**config.mk**
```make
export PLATFORM = sky130hd
export DESIGN_NAME = muldiv_unit
export DESIGN_NICKNAME = d
export VERILOG_FILES = /design/src/rtl/muldiv_unit_pkg.sv /design/src/rtl/muldiv_unit_div_iter_core.sv /design/src/rtl/muldiv_unit.sv
export SDC_FILE = /design/constraint.sdc
export NUM_CORES = 1
export LEC_CHECK = 0
export ABC_CLOCK_PERIOD_IN_PS = 6700
export CORE_MARGIN = 5
export CORE_UTILIZATION = 45
export DETAILED_ROUTE_END_ITERATION = 8
export PLACE_DENSITY_LB_ADDON = 0.2
export SLEW_MARGIN = 20
export SYNTH_ARGS = -nofsm -noshare
export SYNTH_HDL_FRONTEND = slang
export SYNTH_SLANG_ARGS = --single-unit
```
**constraint.sdc**
```tcl
create_clock -name clk -period 6.7 [get_ports clk]
set_clock_uncertainty 0.2 [all_clocks]
set_input_delay 1.34 -clock clk [delete_from_list [all_inputs] [get_ports clk]]
set_output_delay 1.34 -clock clk [all_outputs]
set_load 0.01 [all_outputs]
```
**src/rtl/muldiv_unit_pkg.sv**
```systemverilog
// Shared types and constants for the RV32M multiply/divide unit.
// Command encoding follows the RV32M funct3 ordering.
package muldiv_unit_pkg;

  typedef enum logic [2:0] {
    OP_MUL    = 3'd0,
    OP_MULH   = 3'd1,
    OP_MULHSU = 3'd2,
    OP_MULHU  = 3'd3,
    OP_DIV    = 3'd4,
    OP_DIVU   = 3'd5,
    OP_REM    = 3'd6,
    OP_REMU   = 3'd7
  } mul_div_type_e;

  typedef enum logic [1:0] {
    ST_IDLE = 2'd0,
    ST_MUL  = 2'd1,
    ST_DIV  = 2'd2,
    ST_DONE = 2'd3
  } mul_div_state_e;

  localparam logic [31:0] DIV_ZERO_QUOTIENT = 32'hFFFF_FFFF;
  localparam logic [31:0] INT_MIN           = 32'h8000_0000;

endpackage

```
**src/rtl/muldiv_unit_div_iter_core.sv**
```systemverilog
// Restoring divide datapath on unsigned magnitudes, one quotient bit per step.
// quotient/remainder are the post-step values so the owner can capture them on the final step.
module muldiv_unit_div_iter_core #(
  parameter int W = 32
) (
  input  logic         clk,
  input  logic         rst,
  input  logic         load,
  input  logic         step,
  input  logic [W-1:0] dividend,
  input  logic [W-1:0] divisor,
  output logic [W-1:0] quotient,
  output logic [W-1:0] remainder
);

  logic [W-1:0] rem_q;
  logic [W-1:0] quo_q;
  logic [W-1:0] dsr_q;
  logic [W:0]   shifted;
  logic [W:0]   diff;

  // The dividend shifts out of quo_q while quotient bits shift in behind it.
  always_comb begin
    shifted = {rem_q, quo_q[W-1]};
    diff    = shifted - {1'b0, dsr_q};
    if (diff[W]) begin
      remainder = shifted[W-1:0];
      quotient  = {quo_q[W-2:0], 1'b0};
    end else begin
      remainder = diff[W-1:0];
      quotient  = {quo_q[W-2:0], 1'b1};
    end
  end

  always_ff @(posedge clk) begin
    if (rst) begin
      rem_q <= '0;
      quo_q <= '0;
      dsr_q <= '0;
    end else if (load) begin
      rem_q <= '0;
      quo_q <= dividend;
      dsr_q <= divisor;
    end else if (step) begin
      rem_q <= remainder;
      quo_q <= quotient;
    end
  end

endmodule

```
**src/rtl/muldiv_unit.sv**
```systemverilog
// Iterative RV32M multiply/divide unit, single request in flight.
// Define MULDIV_FAST_MUL_EN for a single-cycle combinational multiply.
module muldiv_unit
  import muldiv_unit_pkg::*;
#(
  parameter int XLEN = 32
) (
  input  logic            clk,
  input  logic            rst,
  input  logic            start,
  input  logic [2:0]      mulDivType,
  input  logic [XLEN-1:0] src1,
  input  logic [XLEN-1:0] src2,
  input  logic            flush,
  output logic            busy,
  output logic            done,
  output logic [XLEN-1:0] result
);

  localparam int CNT_W = $clog2(XLEN) + 1;
  localparam logic [CNT_W-1:0] ITERS = CNT_W'(XLEN);

  mul_div_state_e state, state_next;
  mul_div_type_e  op, op_in;
  logic [CNT_W-1:0] cnt;
  logic             neg;
  logic             is_mul_in, is_rem_in, sgn1_in, sgn2_in;
  logic             div_zero, div_ovf, special, accept, finish;
  logic [XLEN-1:0]  mag1, mag2, special_res;
  logic [XLEN-1:0]  quo_mag, rem_mag, div_raw, div_res, mul_res, final_res;
  logic [2*XLEN-1:0] full_prod;
`ifdef MULDIV_FAST_MUL_EN
  logic signed [XLEN:0] fa, fb;
`else
  logic [2*XLEN-1:0] mcand, prod, step_prod;
  logic [XLEN-1:0]   mlr;
`endif

  // Request decode, only meaningful in the Idle cycle.
  always_comb begin
    op_in     = mul_div_type_e'(mulDivType);
    is_mul_in = !mulDivType[2];
    is_rem_in = mulDivType[2] & mulDivType[1];
    sgn1_in   = (op_in inside {OP_MUL, OP_MULH, OP_MULHSU, OP_DIV, OP_REM}) && src1[XLEN-1];
    sgn2_in   = (op_in inside {OP_MUL, OP_MULH, OP_DIV, OP_REM}) && src2[XLEN-1];
    mag1      = sgn1_in ? -src1 : src1;
    mag2      = sgn2_in ? -src2 : src2;
    div_zero  = (src2 == '0);
    div_ovf   = (op_in inside {OP_DIV, OP_REM}) && (src1 == INT_MIN) && (src2 == '1);
    special   = !is_mul_in && (div_zero || div_ovf);
    if (div_zero) special_res = is_rem_in ? src1 : DIV_ZERO_QUOTIENT;
    else          special_res = is_rem_in ? '0 : INT_MIN;
  end

  assign accept = (state == ST_IDLE) && start && !flush;

  always_comb begin
    state_next = state;
    unique case (state)
      ST_IDLE: if (start) state_next = is_mul_in ? ST_MUL : (special ? ST_DONE : ST_DIV);
`ifdef MULDIV_FAST_MUL_EN
      ST_MUL:  state_next = ST_DONE;
`else
      ST_MUL:  if (cnt == CNT_W'(1)) state_next = ST_DONE;
`endif
      ST_DIV:  if (cnt == CNT_W'(1)) state_next = ST_DONE;
      ST_DONE: state_next = ST_IDLE;
      default: state_next = ST_IDLE;
    endcase
    if (flush) state_next = ST_IDLE;
  end

  assign finish = (state inside {ST_MUL, ST_DIV}) && (state_next == ST_DONE);

  muldiv_unit_div_iter_core #(.W(XLEN)) u_div_core (
    .clk       (clk),
    .rst       (rst),
    .load      (accept && !is_mul_in),
    .step      (state == ST_DIV),
    .dividend  (mag1),
    .divisor   (mag2),
    .quotient  (quo_mag),
    .remainder (rem_mag)
  );

  // Sign fixup happens once, on the transition into Done.
  always_comb begin
`ifdef MULDIV_FAST_MUL_EN
    full_prod = (2*XLEN)'(fa) * (2*XLEN)'(fb);
`else
    step_prod = prod + (mlr[0] ? mcand : '0);
    full_prod = neg ? -step_prod : step_prod;
`endif
    div_raw   = (op inside {OP_REM, OP_REMU}) ? rem_mag : quo_mag;
    div_res   = neg ? -div_raw : div_raw;
    mul_res   = (op == OP_MUL) ? full_prod[XLEN-1:0] : full_prod[2*XLEN-1:XLEN];
    final_res = (state == ST_MUL) ? mul_res : div_res;
  end

  always_ff @(posedge clk) begin
    if (rst) state <= ST_IDLE;
    else     state <= state_next;
  end

  always_ff @(posedge clk) begin
    if (rst) begin
      op     <= OP_MUL;
      cnt    <= '0;
      neg    <= 1'b0;
      result <= '0;
`ifdef MULDIV_FAST_MUL_EN
      fa     <= '0;
      fb     <= '0;
`else
      mcand  <= '0;
      prod   <= '0;
      mlr    <= '0;
`endif
    end else if (accept) begin
      op  <= op_in;
      cnt <= ITERS;
      neg <= is_rem_in ? sgn1_in : (sgn1_in ^ sgn2_in);
`ifdef MULDIV_FAST_MUL_EN
      fa  <= {sgn1_in, src1};
      fb  <= {sgn2_in, src2};
`else
      mcand <= {{XLEN{1'b0}}, mag1};
      mlr   <= mag2;
      prod  <= '0;
`endif
      if (special) result <= special_res;
    end else if (state inside {ST_MUL, ST_DIV}) begin
      cnt <= cnt - CNT_W'(1);
`ifndef MULDIV_FAST_MUL_EN
      if (state == ST_MUL) begin
        prod  <= step_prod;
        mcand <= mcand << 1;
        mlr   <= mlr >> 1;
      end
`endif
      if (finish) result <= final_res;
    end
  end

  assign busy = (state != ST_IDLE);
  assign done = (state == ST_DONE);

endmodule

```
After elaboration in Yosys (flattened, before gate mapping)
Cells that the tools add are included.
{"block": "totals", "regBits": 300, "input_bits": 71, "output_inout_bits": 34, "elab_cells": 101}
{"block": "op_classes", "addsub": 7, "eq_ne": 14, "n_mux": 34, "bitwise_logic": 2, "reduce_logical": 31}
{"cell": "32-bit 2-to-1 mux", "count": 22}
{"cell": "64-bit 2-to-1 mux", "count": 2}
{"cell": "32-bit negator", "count": 3}
{"cell": "64-bit adder", "count": 1}
{"cell": "32-bit == test (second input constant)", "count": 2}
{"cell": "64-bit negator", "count": 1}
{"cell": "33-bit by 32-bit subtractor with 33-bit output", "count": 1}
{"cell": "32-bit logical NOT", "count": 1}
{"cell": "2-bit nonzero test", "count": 8}
{"cell": "3-bit == test (second input constant)", "count": 4}
{"cell": "6-bit 2-to-1 mux", "count": 2}
{"cell": "1-bit logical AND", "count": 9}
{"cell": "2-bit 2-to-1 mux", "count": 4}
{"cell": "2-bit == test (second input constant)", "count": 3}
{"cell": "6-bit by 1-bit == test with 1-bit output (second input constant)", "count": 1}
{"cell": "3-bit logical NOT", "count": 2}
{"cell": "2-bit one-hot mux with 3 select lines", "count": 1}
{"cell": "2-bit OR reduction", "count": 3}
{"cell": "6-bit by 1-bit subtractor with 6-bit output (second input constant)", "count": 1}
{"cell": "5-bit nonzero test", "count": 1}
{"cell": "2-bit AND reduction", "count": 2}
{"cell": "4-bit nonzero test", "count": 1}
{"cell": "3-bit by 1-bit == test with 1-bit output (second input constant)", "count": 1}
{"cell": "3-bit by 2-bit == test with 1-bit output (second input constant)", "count": 1}
{"cell": "other kinds (9)", "count": 11}

Logic depth before layout (Yosys ltp)
Gate-level depths: netlist (run 1).
{"block": "logic_depth", "ltp_word": 16, "mapped_depth": 24, "mapped_depth_nobuf": 22}

By module
Synthesis (run 1) repeated with hierarchy kept, for this count alone.
{"block": "unflattened", "hier_cells": 3466, "hier_area_um2": 25336.8}
{"mod": "muldiv_unit", "instances": 1, "cells_per_inst": 2657, "area_each_um2": 18886.9, "seq_area_each_um2": 4083.9}
{"mod": "muldiv_unit_div_iter_core", "instances": 1, "cells_per_inst": 809, "area_each_um2": 6449.9, "seq_area_each_um2": 1921.8}

Least setup slack after synthesis (run 1)
OpenSTA, ideal clock, no wires.
{"block": "synth_timing", "kind": "reg2reg", "start": "register u_div_core.quo_q[31]", "end": "register result[30]", "setup_time_ns": 0.131, "arrival_ns": 5.090, "required_ns": 6.369, "path_slack_ns": 1.279, "path_stages_with_launch": 25, "n_path_buf": 2, "period_less_slack_ns": 5.421, "cell_sequence": "dfxtp_1 -> inv_1 -> ha_1 -> inv_1 -> fa_1 -> nand3_1 -> a211o_1 -> a2111oi_4 -> o211a_1 -> nor3_1 -> nor2_1 -> buf_2 -> mux2i_1 -> nor2_1 -> a21oi_1 -> ha_1 -> nand2_1 -> mux2i_1 -> o311ai_0 -> or2_2 -> clkbuf_1 -> o41ai_1 -> xor2_1 -> o221ai_1 -> nor3b_1"}
{"block": "synth_between", "elab_chain_cells": 9, "word_cells_on_any_way": 10, "classes_between": "add/sub (2); mux (8)"}
{"item": "start: declaration", "line": "muldiv_unit_div_iter_core.sv:17", "source": "logic [W-1:0] quo_q;"}
{"item": "start signal: assignment", "line": "muldiv_unit_div_iter_core.sv:42", "source": "quo_q <= dividend;"}
{"item": "start signal: assignment", "line": "muldiv_unit_div_iter_core.sv:46", "source": "quo_q <= quotient;"}
{"item": "33-bit by 32-bit subtractor with 33-bit output", "line": "muldiv_unit_div_iter_core.sv:25", "source": "diff = shifted - {1'b0, dsr_q};"}
{"item": "1-bit 2-to-1 mux / 32-bit 2-to-1 mux (equally long branches)", "line": "muldiv_unit_div_iter_core.sv:26", "source": "if (diff[W]) begin"}
{"item": "32-bit 2-to-1 mux *", "line": "muldiv_unit.sv:94", "source": "div_raw = (op inside {OP_REM, OP_REMU}) ? rem_mag : quo_mag;"}
{"item": "32-bit negator", "line": "muldiv_unit.sv:95", "source": "div_res = neg ? -div_raw : div_raw;"}
{"item": "32-bit 2-to-1 mux *", "line": "muldiv_unit.sv:95"}
{"item": "32-bit 2-to-1 mux *", "line": "muldiv_unit.sv:97", "source": "final_res = (state == ST_MUL) ? mul_res : div_res;"}
{"item": "32-bit 2-to-1 mux *", "line": "muldiv_unit.sv:141", "source": "if (finish) result <= final_res;"}
{"item": "32-bit 2-to-1 mux *", "line": "muldiv_unit.sv:132", "source": "end else if (state inside {ST_MUL, ST_DIV}) begin"}
{"item": "32-bit 2-to-1 mux *", "line": "muldiv_unit.sv:119", "source": "end else if (accept) begin"}
{"item": "end signal: assignment", "line": "muldiv_unit.sv:131", "source": "if (special) result <= special_res;"}
{"item": "end signal: assignment", "line": "muldiv_unit.sv:141"}
{"item": "end: declaration", "line": "muldiv_unit.sv:17", "source": "output logic [XLEN-1:0] result"}
Every way passes the cells marked *; elsewhere a longest branch is shown, timed or not. The select of a mux whose other input is x is not followed.
A chain may end at the register's enable or synchronous reset.

Worst setup path after layout (run 1)
{"block": "layout_timing", "start": "register mlr[0]", "end": "register result[19]"}
{"block": "layout_between", "elab_chain_cells": 9}
{"item": "start: declaration", "line": "muldiv_unit.sv:36", "source": "logic [XLEN-1:0] mlr;"}
{"item": "start signal: assignment", "line": "muldiv_unit.sv:128", "source": "mlr <= mag2;"}
{"item": "start signal: assignment", "line": "muldiv_unit.sv:138", "source": "mlr <= mlr >> 1;"}
{"item": "64-bit 2-to-1 mux *", "line": "muldiv_unit.sv:91", "source": "step_prod = prod + (mlr[0] ? mcand : '0);"}
{"item": "64-bit adder *", "line": "muldiv_unit.sv:91"}
{"item": "64-bit negator", "line": "muldiv_unit.sv:92", "source": "full_prod = neg ? -step_prod : step_prod;"}
{"item": "64-bit 2-to-1 mux *", "line": "muldiv_unit.sv:92"}
{"item": "32-bit 2-to-1 mux *", "line": "muldiv_unit.sv:96", "source": "mul_res = (op == OP_MUL) ? full_prod[XLEN-1:0] : full_prod[2*XLEN-1:XLEN];"}
{"item": "32-bit 2-to-1 mux *", "line": "muldiv_unit.sv:97"}
{"item": "32-bit 2-to-1 mux *", "line": "muldiv_unit.sv:141"}
{"item": "32-bit 2-to-1 mux *", "line": "muldiv_unit.sv:132"}
{"item": "32-bit 2-to-1 mux *", "line": "muldiv_unit.sv:119"}
Marks and branches as above.

==> results of run 1 <==
## worst register-to-register path: cells and delay by family, from the launching register on
family / cells / cell delay, ns
flops: 1 / 0.59
xor+xnor: 1 / 0.13
compound gates: 7 / 2.16
simple gates: 6 / 2.19
fa+ha+maj: 1 / 0.28
buf+inv: 2 / 0.62
## cells in the final DEF (no fill, tap or decap), drive strengths merged, types with 19 or more instances in the layout
master           n
and2            92
buf             63
dfxtp          300
clkdlybuf4s50  103
a21oi          233
xnor2          114
or4             19
a311oi          69
mux2i          142
nand4           66
nand3           68
a21o            39
o21a            33
nor2           441
nand2          381
a221oi          29
o21bai          23
or3             29
o21ai          190
ha             107
nor4            23
inv             94
clkbuf          51
a31oi           27
and3            29
a211oi         135
nor3            85
o211ai          51
xor2            74
o31ai           38
## per-layer routing
metal	GRT usage	up-vias	share of wire
li1	-	12400	-
met1	0.487	12800	0.46
met2	0.455	1288	0.41
met3	0.0769	144	0.10
met4	0.0800	0	0.024
met5	0	-	0
## per-stage QoR
stage | instances | cell area (um2) | total power [mW] | setup WS, ns
after CTS | 4105 | 27600 | 5.78 | 0.587
after global placement | 4037 | 26400 | 3.65 | 0.782
after global routing | 4105 | 27600 | 6.02 | 0.0121
after detailed placement | 4037 | 26400 | 3.66 | 0.612
after floorplan | 3399 | 24900 | 3.12 | 1.28
final | 4106 | 27600 | 5.80 | 0.454
## how the worst max path moves through the flow
stage | slack [ns] | depth (start not counted) | start | to
after detailed placement | 0.61 | 16 | mlr[0]$_SDFFE_PP0P_ | result[19]$_SDFFE_PP0P_
final | 0.45 | 17 | mlr[0]$_SDFFE_PP0P_ | result[19]$_SDFFE_PP0P_
after CTS | 0.59 | 16 | mlr[0]$_SDFFE_PP0P_ | result[19]$_SDFFE_PP0P_
after global routing | 0.01 | 16 | mlr[0]$_SDFFE_PP0P_ | result[19]$_SDFFE_PP0P_
after floorplan | 1.28 | 24 | u_div_core.quo_q[31]$_SDFFE_PP0P_ | result[30]$_SDFFE_PP0P_
after global placement | 0.78 | 16 | mlr[0]$_SDFFE_PP0P_ | result[2]$_SDFFE_PP0P_
## layout make-up
class | count | area [um2] | area share
sequential | 300 | 6010 | 0.217
inverter | 93 | 349 | 0.0126
clock buffer | 51 | 1020 | 0.0369
tap | 704 | 881 | 0.0319
clock inverter | 17 | 210 | 0.00761
timing repair buffer | 166 | 1520 | 0.0550
antenna | 1 | 2.50 | 0.0000906
multi-input combinational | 2774 | 17600 | 0.638
## state kept, by name, indices dropped and copies added (netlist names)
signal / count
mcand: 64
prod: 64
mlr: 32
result: 32
u_div_core.dsr_q: 32
u_div_core.quo_q: 32
u_div_core.rem_q: 32
cnt: 6
op: 3
state: 2
neg: 1
## logic make-up after synthesis
logic type | share of synthesized area
AO/OA/AOI/OAI | 0.274
AND/OR/NAND/NOR | 0.252
adder cells (fa/ha/maj) | 0.0555
XOR/XNOR | 0.0662
buffers and inverters | 0.0513
flip-flops | 0.242
multiplexers | 0.0585
## power breakdown
group,internal [mW],total (mW),switching (mW)
combinational,0.603,1.74,1.14
sequential,1.86,1.94,0.0798
clock,1.23,2.11,0.882
total,3.69,5.80,2.10
==> results.cfg, run 1 <==
[floorplan]
row_count = 86
initial_core_util = 0.453
pin_count = 105
die_w_um = 245
coreArea_mm2 = 0.0549
die_area_mm2 = 0.0600
die_h_um = 245

[routing]
routed_via_density = 6.48
dr.pass1.iters = 6
drc_errors = 0
num_vias = 26600
wirelength_mm = 101
antenna_left = 0
dr.first_iter.drc_count = 2985
wl_per_cell_um = 24.7

[pwr]
p_per_area_mw_per_mm2 = 210
peakVddDrop_mv = 0.206
leakage_nw = 10.1

[clock_network]
cts_setup_buffers = 0
path_clk_slew_ns = 0.06
insertion_delay_ns = 0.57
h-tree-depth = 2
clock_path_buffers = 3
cts_tree = done
cts_buffers = 38
hold_buffers = 0
cts_resized = 0
cts_sinks = 300
clockRootBuffer = clkbuf_16

[sta]
maxSlewViolCount = 0
worst_slew_pin_slew_ns = 1.14
final.setup.tns_ns = 0
relSlewSlack = 0.239
grt_setup_unrepaired = false
setup_viol_count_final = 0
timing.fmax_mhz = 160
finalHoldViolCount = 0
finalCritPeriodShare = 0.932
fin_crit_ns = 6.25
hold_slack_ns = 0.263

[critical_path]
arrival_ns = 6.51
critical_path.cell_chain = buf_4 > and2_1 > ha_1 > nand4_1 > nor4_1 > nand3_1 > a2111oi_0 > a211oi_1 > buf_4 > xnor2_1 > o21ba_2 > nand4_1 > nor4_4 > a31oi_1 > o21ai_0 > o2111ai_1 > a311oi_1
cpMaxStageDelayCell = a2111oi_0
crit_type = flip-flop to flip-flop
path_max_fanout = 38
start_kind = flip-flop
cp_num_buf_inv = 2
crit_required_ns = 6.97
r2r_end = result[19]$_SDFFE_PP0P_
path_delay_family = simple AND/OR/NAND/NOR gates
regToRegStartpoint = mlr[0]$_SDFFE_PP0P_
rrSetupSlack_ns = 0.45
rr_worst_depth = 17
cp_slowest_stage_delay_ns = 0.74
cp-end-kind = flip-flop

[outcome]
status = complete, no violations

[synthesis]
synth_warnings = 0
ys.flop_type = dfxtp_1
syn_inst = 3399
netlist_area_mm2 = 0.0249
seq_area_frac_synth = 0.242
yosysTopAreaCell = dfxtp_1
ys_top_cells_by_area = dfxtp_1 24%, nor2_1 6.7%, nand2_1 5.8%, mux2i_1 5.7%, ha_1 5.4%
synth_top_area_frac = 0.242
synth-async-reset-ratio = 0
synth.distinct_cells = 97
synthesis.nets = 3579
ys_ff_latch = 300
synth_edf_count = 0
synth.most_common_cell = nor2_1
synth.avg_cell_area_um2 = 7.31
synthTopCellsByCount = 441 x nor2_1, 381 x nand2_1, 300 x dfxtp_1

[cells_and_area]
final_util = 0.504
drive_gt1_frac = 0.0535
fin_nets = 3553
area_growth_syn_to_layout_pct = 11.2
n_fill_cell = 5469

[hold_path]
hold_class = flip-flop to flip-flop
min_to = u_div_core.dsr_q[0]$_SDFFE_PP0P_
worstHoldPathCells = 2
worstHoldStart = u_div_core.dsr_q[0]$_SDFFE_PP0P_

[grt]
grt_pass1_vias = 24300
grt_pass1_wl_mm = 152
grt-ovfl-total = 0
antenna_found_initial = 3
gr-usage-all-layers = 0.321
grt_max_degree = 107

[flow_run]
cap_violations = 0

[placed_design]
io_buffers = 104
place_congestion = 0.966
hpwl_mm = 78.3
(Power assumes the default switching activity.)
==> inputs of run 2 (changes only) <==
--- a/config.mk
+++ b/config.mk
@@ -7,8 +7,9 @@
 export LEC_CHECK = 0
 export ABC_CLOCK_PERIOD_IN_PS = 6700
 export CORE_MARGIN = 5
-export CORE_UTILIZATION = 45
+export CORE_UTILIZATION = 55
 export DETAILED_ROUTE_END_ITERATION = 8
+export HOLD_SLACK_MARGIN = 0.08
 export PLACE_DENSITY_LB_ADDON = 0.2
 export SLEW_MARGIN = 20
 export SYNTH_ARGS = -nofsm -noshare
==> run 2 against run 1 <==
Against the previous run:
- non-clock buffer count is 8 higher
- sequential power hardly changed
- final area hardly changed
- largest power group unchanged
- clock power is 2% higher
- combinational power hardly changed
- register-to-register slack better by 0.16 ns
- sequential cell count stayed put
- utilization is 12 points higher
- cell count is 2.6% lower
- power is 0.73% higher
==> results.cfg, run 2 (synthesized netlist as in run 1, its figures left out) <==
[critical_path]
start_kind = flip-flop
arrival_ns = 6.33
path_max_fanout = 50
crit_required_ns = 6.95
cp-end-kind = flip-flop
crit_type = flip-flop to flip-flop

[floorplan]
die_h_um = 223
initial_core_util = 0.558
pin_count = 105
die_w_um = 223
row_count = 77
die_area_mm2 = 0.0495
coreArea_mm2 = 0.0445

[outcome]
status = complete, no violations

[routing]
drc_errors = 0
wirelength_mm = 94.6
num_vias = 27000
routed_via_density = 6.74
dr.first_iter.drc_count = 3721
antenna_left = 0
wl_per_cell_um = 23.6
dr.pass1.iters = 6

[cells_and_area]
area_growth_syn_to_layout_pct = 11.1
final_util = 0.620
drive_gt1_frac = 0.0572
n_fill_cell = 4077
final_cell_mix = 440 x nor2_1, 379 x nand2_1, 299 x dfxtp_1, 229 x a21oi_1, 178 x o21ai_0
fin_nets = 3560
layout_commonest_cell = nor2_1
reg.largest.list = mcand (64), prod (64)
instances_no_fill = 4000

[sta]
timing.fmax_mhz = 164
worst_slew_pin_slew_ns = 1.04
final.setup.tns_ns = 0
relSlewSlack = 0.294
finalCritPeriodShare = 0.908
maxSlewViolCount = 0
grt_setup_unrepaired = false
setup_viol_count_final = 0
fin_crit_ns = 6.08
finalHoldViolCount = 0
hold_slack_ns = 0.270

[pwr]
switching_power_mw = 2.10
intPower_mw = 3.74
combPwrFrac = 0.301
leakage_nw = 10.2
p_clk_frac = 0.368
peakVddDrop_mv = 0.195
p_seq_frac = 0.331
p_per_area_mw_per_mm2 = 211
switching_share = 0.359
total_power_mw = 5.84

[grt]
grt-ovfl-total = 0
grt_max_degree = 98
grt_pass1_vias = 24800
grt_pass1_wl_mm = 145
antenna_found_initial = 0
gr-usage-all-layers = 0.362

[clock_network]
clock_path_buffers = 3
cts_buffers = 37
insertion_delay_ns = 0.58
cts_sinks = 300
cts_tree = done
clockRootBuffer = clkbuf_16
cts_resized = 0
cts_setup_buffers = 0
hold_buffers = 0
h-tree-depth = 2
path_clk_slew_ns = 0.06

[placed_design]
place_inst = 3933
hpwl_mm = 72.4
io_buffers = 104
place_congestion = 1.03

[hold_path]
hold_class = flip-flop to flip-flop

[flow_run]
cap_violations = 0
## run 2: cell type report
type	instances	area (um2)	area share
inverter	93	349	0.0126
multi-input combinational	2774	17600	0.639
clock inverter	15	213	0.00770
timing repair buffer	174	1570	0.0569
sequential	300	6010	0.218
tap	592	741	0.0268
clock buffer	51	1090	0.0394
antenna	1	2.50	0.0000906
## run 2: metrics by stage
step | setup WS, ns | area [um2]
finish | 0.618 | 27600
global route | 0.165 | 27600
CTS | 0.743 | 27600
detailed placement | 0.756 | 26300
global placement | 0.912 | 26300
floorplan | 1.28 | 24900
## run 2: metal layers
layer	vias to the layer above	share of wire	wire length, um	global-route usage
li1	12400	-	-	-
met4	0	0.042	3950	0.133
met3	232	0.12	11000	0.0838
met1	12700	0.44	41200	0.527
met2	1571	0.41	38400	0.519
met5	-	0	0	0
## run 2: final timing paths
kind | start | endpoint | slack [ns] | cells past startpoint
worst max-delay path | mlr[0]$_SDFFE_PP0P_ | result[11]$_SDFFE_PP0P_ | 0.62 | 18
worst min-delay path | u_div_core.dsr_q[31]$_SDFFE_PP0P_ | u_div_core.dsr_q[31]$_SDFFE_PP0P_ | 0.27 | 2
worst max register to register | mlr[0]$_SDFFE_PP0P_ | result[11]$_SDFFE_PP0P_ | 0.62 | 18
worst min register to register | u_div_core.dsr_q[31]$_SDFFE_PP0P_ | u_div_core.dsr_q[31]$_SDFFE_PP0P_ | 0.27 | 2
## run 2: critical path, stage by stage (launching register included)
cell and delay [ns]:
dfxtp_1 0.33, buf_4 0.42, and2_1 0.20, ha_1 0.16, inv_1 0.05, fa_1 0.42, and2b_1 0.28, o21ai_1 0.14
a211oi_1 0.27, a311oi_1 0.16, nor3_1 0.60, nand4bb_1 0.35, nor4_2 0.52, nand3_2 0.21, or4_1 0.60, o31ai_1 0.33
xnor2_1 0.25, a211oi_1 0.18, or2_1 0.25
## run 2: power groups by stage
| stage | clock network [mW] | logic, mW | registers (mW) |
|---|---|---|---|
| 6_report | 2.15 | 1.76 | 1.93 |
| 5_1_grt | 2.25 | 1.88 | 1.94 |
| 4_1_cts | 2.17 | 1.70 | 1.93 |
| 3_5_place_dp | 0 | 1.69 | 1.97 |
| 3_3_place_gp | 0 | 1.66 | 1.97 |
| 2_1_floorplan | 0 | 1.18 | 1.93 |
==> variant: new RTL, flow settings as in run 1 <==
Add an input register stage for `mulDivType`; this delays it by one clock. The other inputs are not delayed to match.
--- a/src/rtl/muldiv_unit.sv
+++ b/src/rtl/muldiv_unit.sv
@@ -20,6 +20,12 @@
   localparam int CNT_W = $clog2(XLEN) + 1;
   localparam logic [CNT_W-1:0] ITERS = CNT_W'(XLEN);
 
+  logic [2:0] mulDivType_q;
+
+  always_ff @(posedge clk) begin
+    mulDivType_q <= mulDivType;
+  end
+
   mul_div_state_e state, state_next;
   mul_div_type_e  op, op_in;
   logic [CNT_W-1:0] cnt;
@@ -38,9 +44,9 @@
 
   // Request decode, only meaningful in the Idle cycle.
   always_comb begin
-    op_in     = mul_div_type_e'(mulDivType);
-    is_mul_in = !mulDivType[2];
-    is_rem_in = mulDivType[2] & mulDivType[1];
+    op_in     = mul_div_type_e'(mulDivType_q);
+    is_mul_in = !mulDivType_q[2];
+    is_rem_in = mulDivType_q[2] & mulDivType_q[1];
     sgn1_in   = (op_in inside {OP_MUL, OP_MULH, OP_MULHSU, OP_DIV, OP_REM}) && src1[XLEN-1];
     sgn2_in   = (op_in inside {OP_MUL, OP_MULH, OP_DIV, OP_REM}) && src2[XLEN-1];
     mag1      = sgn1_in ? -src1 : src1;
Formal check against the unedited RTL: not equivalent (a bounded check fails within 4 cycles, from zero or initial values and one cycle with rst high).
==> variant against run 1 <==
Worst setup slack lost 130 ps; synthesized cell count shrank 2.9%; synthesized area shrank 1.3%; final cell count shrank 2.3%; highest routed layer is now met5; routed wire length grew 0.75%; global-route usage grew 0.33 points; design area shrank 0.71%; via count shrank 1.3%; sequential cell count grew 3; power grew 2.0%; critical path depth shrank 1; clock power grew 7%.
==> variant: results (changes against run 1) <==
- Outcome: finished, final reports clean (unchanged)
- Aggregate global-route resource usage: 32.5% (was 32.1%)
* Via density per instance: 6.54 (was 6.48)
- Largest net degree at the start of global routing: 97 (was 107)
- The cell with the biggest individual delay on the critical path was or4_1 (was a2111oi_0).
- Length of routed met3 wiring: 10300 µm (was 10500 µm)
- The HPWL reported at the end of detailed placement came to 79300 µm (was 78300 µm).
- The number of clock buffers in the layout came to 55 (was 51).
* Met1 usage: 47.8% (was 48.7%)
- Share of post-route cells with drive strength above 1: 5.71% (was 5.35%)
- VDD IR-drop max: 205 µV (was 206 µV)
- Final weighted congestion in routability-driven placement: 1.05 (was 0.966)
- The number of buffers inserted during clock tree synthesis was 39 (was 38).
- Post-synthesis cell type count: 102 (was 97)
- Count of routing violations after the opening detailed-route iteration: 3563 (was 2985)
* Int Pwr: 3.84 mW (was 3.69 mW)
- The number of non-clock inverters in the layout came to 72 (was 93).
* Number of cell instances on the worst register-to-register path: 16 (was 17)
- The destination of the worst hold path was result[11] (was u_div_core.dsr_q[0]).
* Setup slack, reg-to-reg: 330 ps (was 450 ps)
* Number of diodes: 3 (was 1)
* Vias in the first global route: 23900 (was 24300)
- The source of the worst hold timing path is result[11] (was u_div_core.dsr_q[0]).
- Global-route met3 utilization: 7.12% (was 7.69%)
- Share of the final layout cell area in multi-input gates: 63.4% (was 63.8%)
- The final net count came to 3463 (was 3553).
- Multi-input combinational cell count: 2703 (was 2774)
- The synthesized-area fraction occupied by ao, oa, aoi and oai cells came to 27.0% (was 27.4%).
- Post-synthesis xor/xnor area fraction: 7.07% (was 6.62%)
- The top layer used by detailed routing was met5 (was met4).
- Synthesized flop and latch total: 303 (was 300)
* Part of the Yosys area used for sequential elements: 24.7% (was 24.2%)
- Met2 track demand over resource: 47.5% (was 45.5%)
- The initial antenna violation count came to 4 (was 3).
- Worst EP arrival: 6590 ps (was 6510 ps)
* Adder-Cell Fraction of Synth Area: 5.62% (was 5.55%)
- The detailed-routing wirelength on met1 was 46300 µm (was 47000 µm).
* Leak pwr: 10.1 nW (about the same)
* Multiplexer share of the synthesized area: 6.26% (was 5.85%)
- Most common library cells after synthesis: 434 x nor2_1, 323 x nand2_1, 303 x dfxtp_1 (was 441 x nor2_1, 381 x nand2_1, 300 x dfxtp_1).
variant: changes by cell type after synthesis, moves of 11 or more:
cell and delta:
a211oi_1 +35, nand3_1 +16, nand4_1 -15, o211ai_1 -17, nand2_1 -58, o221ai_1 +11
xor2_1 +20, a221oi_1 -13, buf_2 -16, or3_1 +14, inv_1 -21
variant: metrics by stage:
step | area (µm²) | std cells | setup slack [ps] | power, mW | hold WS, ps
final | 27400 | 4011 | 326 | 5.91 | 242
after global routing | 27400 | 4009 | 130 | 6.14 | 287
after CTS | 27400 | 4008 | 232 | 5.90 | 244
after detailed placement | 26100 | 3938 | 270 | 3.64 | 235
after global placement | 26100 | 3938 | 312 | 3.63 | 235
after floorplan | 24500 | 3302 | 606 | 3.10 | 236
variant: what timing repair did:
action	4_1_cts	5_1_grt
gates resized for setup	0	3
hold endpoints to repair	0	0
setup endpoints to repair	0	1
variant: tightest hold or removal path, delay by kind of cell (launching register included):
family	cells	cell delay, ps
AND/OR/NAND/NOR	2	90
flip-flops	1	310
